## src/rtl/pipe_ctrl.sv

```systemverilog
// Pipeline sequencing controller: stall merge, exception flush sequencing, stall watchdog.
// Optional performance counters are enabled with PIPE_CTRL_PERF_EN.
module pipe_ctrl #(
  parameter int unsigned FLUSH_CYCLES  = 2,
  parameter int unsigned STALL_TIMEOUT = 1024,
  parameter int unsigned CNT_W         = 16
) (
  input  logic        clk,
  input  logic        rst,
  input  logic        stallreq_id_i,
  input  logic        stallreq_ex_i,
  input  logic        except_req_i,
  input  logic [31:0] except_pc_i,
  output logic [5:0]  stall_o,
  output logic        flush_o,
  output logic [31:0] new_pc_o,
  output logic        watchdog_o,
  output logic [31:0] perf_stall_o,
  output logic [31:0] perf_flush_o
);

  localparam int unsigned FW =
    (FLUSH_CYCLES > 1) ? $clog2(FLUSH_CYCLES) : 1;
  localparam logic [FW-1:0] FLUSH_INIT =
    FW'(FLUSH_CYCLES - 1);
  localparam logic [CNT_W-1:0] RUN_MAX =
    CNT_W'(STALL_TIMEOUT);

  typedef enum logic [1:0] {
    RUN,
    STALL,
    FLUSH
  } state_e;

  state_e            state_q, state_d;
  logic [FW-1:0]     fcnt_q, fcnt_d;
  logic [31:0]       pc_q, pc_d;
  logic [CNT_W-1:0]  run_q, run_d;
  logic              wd_q, wd_d;
  logic              req;
  logic              stalled;

  assign req = stallreq_id_i | stallreq_ex_i;

  // Gated by reset so the stall vector clears while reset is held.
  always_comb begin
    stall_o = 6'b000000;
    if (rst && state_q != FLUSH) begin
      priority case (1'b1)
        stallreq_ex_i: stall_o = 6'b001111;
        stallreq_id_i: stall_o = 6'b000111;
        default:       stall_o = 6'b000000;
      endcase
    end
  end

  assign stalled = (stall_o != 6'b000000);

  always_comb begin
    state_d = state_q;
    fcnt_d  = fcnt_q;
    pc_d    = pc_q;
    if (except_req_i) begin
      state_d = FLUSH;
      fcnt_d  = FLUSH_INIT;
      pc_d    = except_pc_i;
    end else begin
      unique case (state_q)
        RUN:   if (req) state_d = STALL;
        STALL: if (!req) state_d = RUN;
        FLUSH: begin
          if (fcnt_q == '0) begin
            state_d = req ? STALL : RUN;
          end else begin
            fcnt_d = fcnt_q - 1'b1;
          end
        end
        default: state_d = RUN;
      endcase
    end
  end

  always_comb begin
    run_d = '0;
    if (state_q != FLUSH && stalled) begin
      run_d = (run_q == RUN_MAX) ? run_q : run_q + 1'b1;
    end
    wd_d = wd_q | (run_d == RUN_MAX);
  end

  always_ff @(posedge clk or negedge rst) begin
    if (!rst) begin
      state_q <= RUN;
      fcnt_q  <= '0;
      pc_q    <= '0;
      run_q   <= '0;
      wd_q    <= 1'b0;
    end else begin
      state_q <= state_d;
      fcnt_q  <= fcnt_d;
      pc_q    <= pc_d;
      run_q   <= run_d;
      wd_q    <= wd_d;
    end
  end

  assign flush_o    = (state_q == FLUSH);
  assign new_pc_o   = pc_q;
  assign watchdog_o = wd_q;

`ifdef PIPE_CTRL_PERF_EN
  logic [31:0] pst_q, pst_d;
  logic [31:0] pfl_q, pfl_d;

  always_comb begin
    pst_d = pst_q;
    pfl_d = pfl_q;
    if (stalled && pst_q != 32'hFFFFFFFF) pst_d = pst_q + 32'd1;
    if (except_req_i && pfl_q != 32'hFFFFFFFF) pfl_d = pfl_q + 32'd1;
  end

  always_ff @(posedge clk or negedge rst) begin
    if (!rst) begin
      pst_q <= '0;
      pfl_q <= '0;
    end else begin
      pst_q <= pst_d;
      pfl_q <= pfl_d;
    end
  end

  assign perf_stall_o = pst_q;
  assign perf_flush_o = pfl_q;
`else
  assign perf_stall_o = 32'h0;
  assign perf_flush_o = 32'h0;
`endif

endmodule
```

## config.mk

```make
export PLATFORM = sky130hd
export DESIGN_NAME = pipe_ctrl
export DESIGN_NICKNAME = d
export VERILOG_FILES = /design/src/rtl/pipe_ctrl.sv
export SDC_FILE = /design/constraint.sdc
export NUM_CORES = 1
export LEC_CHECK = 0
export BUFFER_PORTS_ARGS = -buffer_cell sky130_fd_sc_hd__buf_2
export CORE_ASPECT_RATIO = 1.25
export CORE_UTILIZATION = 50
export CTS_CLUSTER_DIAMETER = 30
export DETAILED_ROUTE_END_ITERATION = 12
export GPL_TIMING_DRIVEN = 0
export PLACE_DENSITY_LB_ADDON = 0.25
export SLEW_MARGIN = 20
export SYNTH_ARGS = -nofsm -noshare
export SYNTH_HDL_FRONTEND = slang
export SYNTH_SLANG_ARGS = --single-unit
```

## constraint.sdc

```tcl
create_clock -name clk -period 4.17 [get_ports clk]
set_input_delay 0.417 -clock clk [delete_from_list [all_inputs] [get_ports clk]]
set_output_delay 0.417 -clock clk [all_outputs]
set_load 0.005 [all_outputs]
```

* Yosys cells after proc, flatten, opt, wreduce, memory -nomap -nowiden
Cells that the tools add are included.
Storage, ports and cells: input bits 37, register bits after elaboration 52, word-level logic and storage cells 37
Cells by class: multiplexer cells 14, equal/unequal tests 8, reductions and logical operators 6, $add $sub $neg 2, bitwise logic cells 2
Operator list (number):
- == test 16 x 11 -> 1 bit, second input constant | 2
- 2-to-1 mux 16 bit | 2
- adder 16 x 1 -> 16 bit, second input constant | 1
- 2-to-1 mux 6 bit | 2
- != test 3 bit, second input constant | 3
- 2-to-1 mux 2 bit | 4
- case mux 2 bit (3 select lines) | 1
- nonzero test 6 bit | 1
- 2-to-1 mux 1 bit | 4
- 2-to-1 mux 3 bit | 1
- AND reduction 3 bit | 1
- == test 2 x 1 -> 1 bit, second input constant | 1
- == test 2 bit, second input constant | 1
- logical AND 1 bit | 2
- logical NOT 2 bit | 1
- != test 2 bit, second input constant | 1
- OR 1 bit | 2
- nonzero test 2 bit | 1
- subtractor 1 bit, second input constant | 1

* Logic depth before layout (Yosys ltp)
depth in word-level cells 8, depth in mapped cells 9, mapped depth without buffers 8

* Worst setup path after synthesis
No wires, ideal clock.
path type register to register, from register run_q[0], to register wd_q (netlist: watchdog_o), stages on the path, launching flop included 9, arrival time 1.841 ns, data required time 4.066 ns, slack 2.226 ns, period minus slack after synthesis 1.944 ns, library setup time 0.104 ns, cell sequence dfrtp_1 -> ha_1 -> and3_1 -> clkbuf_1 -> xnor2_1 -> nand4_1 -> a21boi_0 -> a31oi_1 -> o41ai_2
On the way: word-level cells in the longest chain between the ends 5, elaborated cells between the ends (all ways) 6
RTL lines:
- from (decl) | line 38 | logic [CNT_W-1:0] run_q, run_d;
- from (signal assigned) | line 102 | run_q <= run_d;
- adder 16 x 1 -> 16 bit or == test 16 x 11 -> 1 bit (tied branches) | line 86 | run_d = (run_q == RUN_MAX) ? run_q : run_q + 1'b1;
- 2-to-1 mux 16 bit (*) | line 86
- 2-to-1 mux 16 bit (*) | line 85 | if (state_q != FLUSH && stalled) begin
- == test 16 x 11 -> 1 bit (*) | line 88 | wd_d = wd_q | (run_d == RUN_MAX);
- OR 1 bit (*) | line 88
- named net wd_d | line 39 | logic wd_q, wd_d;
- to (signal assigned) | line 103 | wd_q <= wd_d;
- to (decl) | line 39
The timed path passes the listed nets; every way through them passes the cells marked *. A chain may end at the register's enable or synchronous reset.

* Worst setup path after layout
from register state_q[0], to output stall_o[2]
On the way: word-level cells in the longest chain between the ends 3
RTL lines:
- from (decl) | line 35 | state_e state_q, state_d;
- from (signal assigned) | line 99 | state_q <= state_d;
- != test 2 bit | line 48 | if (rst && state_q != FLUSH) begin
- logical AND 1 bit | line 48
- 2-to-1 mux 6 bit | line 48
- to (decl) | line 14 | output logic [5:0] stall_o,
Every way passes these cells.

==> results.txt <==
In this run, synthesis produced a sequential element count of 52. The cell count after placement is 465. TritonCTS built the clock tree. The async set-reset flop share out of synthesis is 100%.

The area added between synthesis and finish came out at 27.8%. The final antenna diode count is 0. The cell chosen for the clock root is sky130_fd_sc_hd__clkbuf_8. The cts-stage hold buffer count is 0. The number of max-cap violations came out at 0. For this design the static power due to leakage is 1.95 nW. The count of vias placed by the detailed router came out at 2059.

The number of buffers on the longest clock path came out at 2. The initial antenna violation count came out at 0. The biggest cell delay along the critical path is ~0.40 ns. In this run the count of I/O pins placed on the die edge is between 100 and 150. The floorplan step defined a die boundary enclosing between 6000 and 7000 µm². The total global routing overflow came out at 0. Setup total negative slack on the finished layout was measured at 0 ns. Walking the worst path, the cells encountered are nand2b_1 > nand3b_1 > clkbuf_2 > clkbuf_1 > inv_1 > buf_4 > buf_2. The worst clock skew is 0.00257 ns.

The number of flops mapped to enable cells by yosys is 0. In the synthesized netlist the dominant register cell turns out to be sky130_fd_sc_hd__dfrtp_1. The final standard cell utilization of the core came out at 67.1%. The post-synthesis sequential area ratio came out at 45.2%.

At the pin with the least slew margin, the transition time is about 0.65 ns. The worst min-delay path category is input port to async pin. The worst-skew pair later-pin latency came out at 0.30 ns. Setup repair after global routing left no endpoint under its margin. For this run, the top clock speed supported by timing is 406 MHz. The worst setup slack before clock tree synthesis came out at 1.70 ns. In this run the power density over the cells is 295 nW/µm². The data required time of the worst path is 3.75 ns. The critical path's slowest cell is sky130_fd_sc_hd__clkbuf_1.

The initial DRC count came out at 57. The peak supply drop came out at 0.216 mV. The vertical extent of the die came out at 86.8 µm. The first global-routing pass estimated 8520 µm of wire. The worst hold slack after final layout is about 0.13 ns. The total power is 1.09 mW. The die outline width is 69.9 µm.

The count of pins over their slew limit came out at 0. The library cells used most frequently in the layout, excluding fill and tap cells, are 74 x sky130_fd_sc_hd__buf_2, 72 x sky130_fd_sc_hd__buf_4, 66 x sky130_fd_sc_hd__conb_1. Summing all placed instances gives a cell area of about 3600 µm². The synthesized netlist occupies a cell area of 2880 µm². The final count of hold timing violations is 0. The number of instances in the synthesized netlist is about 260. The post-layout instance count excluding filler cells is 473. The signal arrival time at the worst endpoint came out at 2.05 ns. Counting the fill cells in the layout gives 469. After routing the design area is between 3000 and 4000 µm². The synthesized netlist contains 37 unique library cells. In the finished design, the share of the clock period the worst path needs comes to approximately 60%. Setup violations remaining at the end of the flow were counted as 0. In this run the tightest slew margin relative to its limit is between 50% and 60%. The count of nets after finishing came out at around 450.

The clock buffer count from CTS came out at 5. The H-tree depth is 2. The routed wire length came out at 5180 µm. The number of search-and-repair iterations in the first detailed-routing pass is 4.

The core region is between 5000 and 6000 µm². The flow ran to the end, and the final reports show no timing, DRC or antenna violations. The worst setup path is launched from a flip-flop. The count of synthesis-stage warnings from yosys came out at 0.

Clock-pin slew was measured on the worst setup and hold paths at ~0.09 ns. The library cell used most frequently in the layout, excluding fill and tap cells, is sky130_fd_sc_hd__buf_2. The starting density of the core is about 53%. The worst setup path is of the flip-flop to output pin kind. The worst setup path is captured at an output pin. The number of sinks driven by the clock tree is 52. The placer congestion estimate came out at 0.846. The clock period minus final worst setup slack is 2.46 ns.

The number of setup buffers added after CTS is 0. The final worst slack came out at between 1.5 and 2 ns. The remaining routing DRC violations is 0. The total global routing track utilization came out at 17.7%. The maximum number of pins on one net before global-route repair is 55. Each instance of the synthesized netlist takes up on average between 10 and 15 µm². In this run, post-CTS repair resized a total of 0 instances.

The standard-cell row count came out at 30. After detailed routing, the average wire length per cell comes to 11.0 µm. Of all nets on the critical path, the largest fanout is 10. The count of buffers added on input and output ports is between 70 and 80. The via count of the first global-routing pass is slightly below 2000.

The ratio of routed vias to standard cells is approximately 4.4. The count of nets left with antenna violations once routing finished came out at 0. The share of post-route cells with drive strength above 1 is 47.4%. The HPWL after detailed placement is 4070 µm.
-- critical path: cells and delay by family, from the launching register on --
kind	cells	cell delay, ns
simple gates	2	0.32
flops	1	0.39
buf+inv	5	1.04
-- kinds of logic after synthesis --
| logic type | share of synthesized area [%] |
|---|---|
| buffers and inverters | 21.2 |
| AND/OR/NAND/NOR | 10.6 |
| flip-flops | 45.2 |
| multiplexers | 12.9 |
| XOR/XNOR | 5.48 |
| AO/OA/AOI/OAI | 3.65 |
| adder cells (fa/ha/maj) | 0.869 |
| other | 0.130 |
-- state kept, by name, indices dropped and copies added, names as in the netlist --
register	flops
fcnt_q	1
new_pc_o	32
watchdog_o	1
state_q	2
run_q	16
-- Yosys cell counts, types with 2 or more instances --
library cell	number	area, µm²
sky130_fd_sc_hd__nand4_1	4	25.0
sky130_fd_sc_hd__clkbuf_2	2	10.0
sky130_fd_sc_hd__and3_1	3	18.8
sky130_fd_sc_hd__xnor2_1	8	70.1
sky130_fd_sc_hd__nand2_1	6	22.5
sky130_fd_sc_hd__buf_4	71	533
sky130_fd_sc_hd__nor3_1	2	10.0
sky130_fd_sc_hd__nor4b_2	2	30.0
sky130_fd_sc_hd__buf_2	2	10.0
sky130_fd_sc_hd__ha_1	2	25.0
sky130_fd_sc_hd__a21oi_1	2	10.0
sky130_fd_sc_hd__clkbuf_1	6	22.5
sky130_fd_sc_hd__dfrtp_1	52	1300
sky130_fd_sc_hd__nand3_1	7	35.0
sky130_fd_sc_hd__nand3b_1	2	15.0
sky130_fd_sc_hd__xor2_1	10	87.6
sky130_fd_sc_hd__a21o_1	2	15.0
sky130_fd_sc_hd__and4_1	3	26.3
sky130_fd_sc_hd__mux2_2	33	372
sky130_fd_sc_hd__nor2_1	22	82.6
sky130_fd_sc_hd__inv_1	5	18.8
sky130_fd_sc_hd__a31oi_1	2	12.5
-- report_power, final --
| group | total (mW) | internal, mW | switching (mW) |
|---|---|---|---|
| combinational | 0.193 | 0.112 | 0.0810 |
| sequential | 0.558 | 0.539 | 0.0185 |
| clock | 0.334 | 0.178 | 0.156 |
-- final timing paths --
| check | start | to | slack, ns | cells after the start |
|---|---|---|---|---|
| worst min-delay path | rst | run_q[10] | 0.13 | 1 |
| worst max-delay path | state_q[0] | stall_o[2] | 1.71 | 7 |
| min in group clk | except_pc_i[19] | new_pc_o[19] | 0.34 | 2 |
| worst max register to register | run_q[0] | watchdog_o | 1.98 | 8 |
| worst min register to register | watchdog_o | watchdog_o | 0.49 | 2 |
| max in group asynchronous | rst | run_q[13] | 3.59 | 1 |
-- layer usage --
layer  up-vias  GRT usage (%)  part of all wire, %
li1       1024              -                    -
met1       959           19.3                   37
met2        68           32.9                   54
met3         8           4.65                  6.8
met4         0           6.36                  1.5
met5         -              0                    0
-- layout make-up --
class | count | area (µm²) | area share, %
sequential | 52 | 1300 | 35.4
multi-input combinational | 188 | 1210 | 32.9
buffer | 83 | 591 | 16.1
timing repair buffer | 73 | 368 | 10.0
tap | 64 | 80.1 | 2.18
clock buffer | 6 | 72.6 | 1.97
clock inverter | 2 | 35.0 | 0.953
inverter | 5 | 18.8 | 0.510
Note: power is estimated with default switching activity, not from simulation.
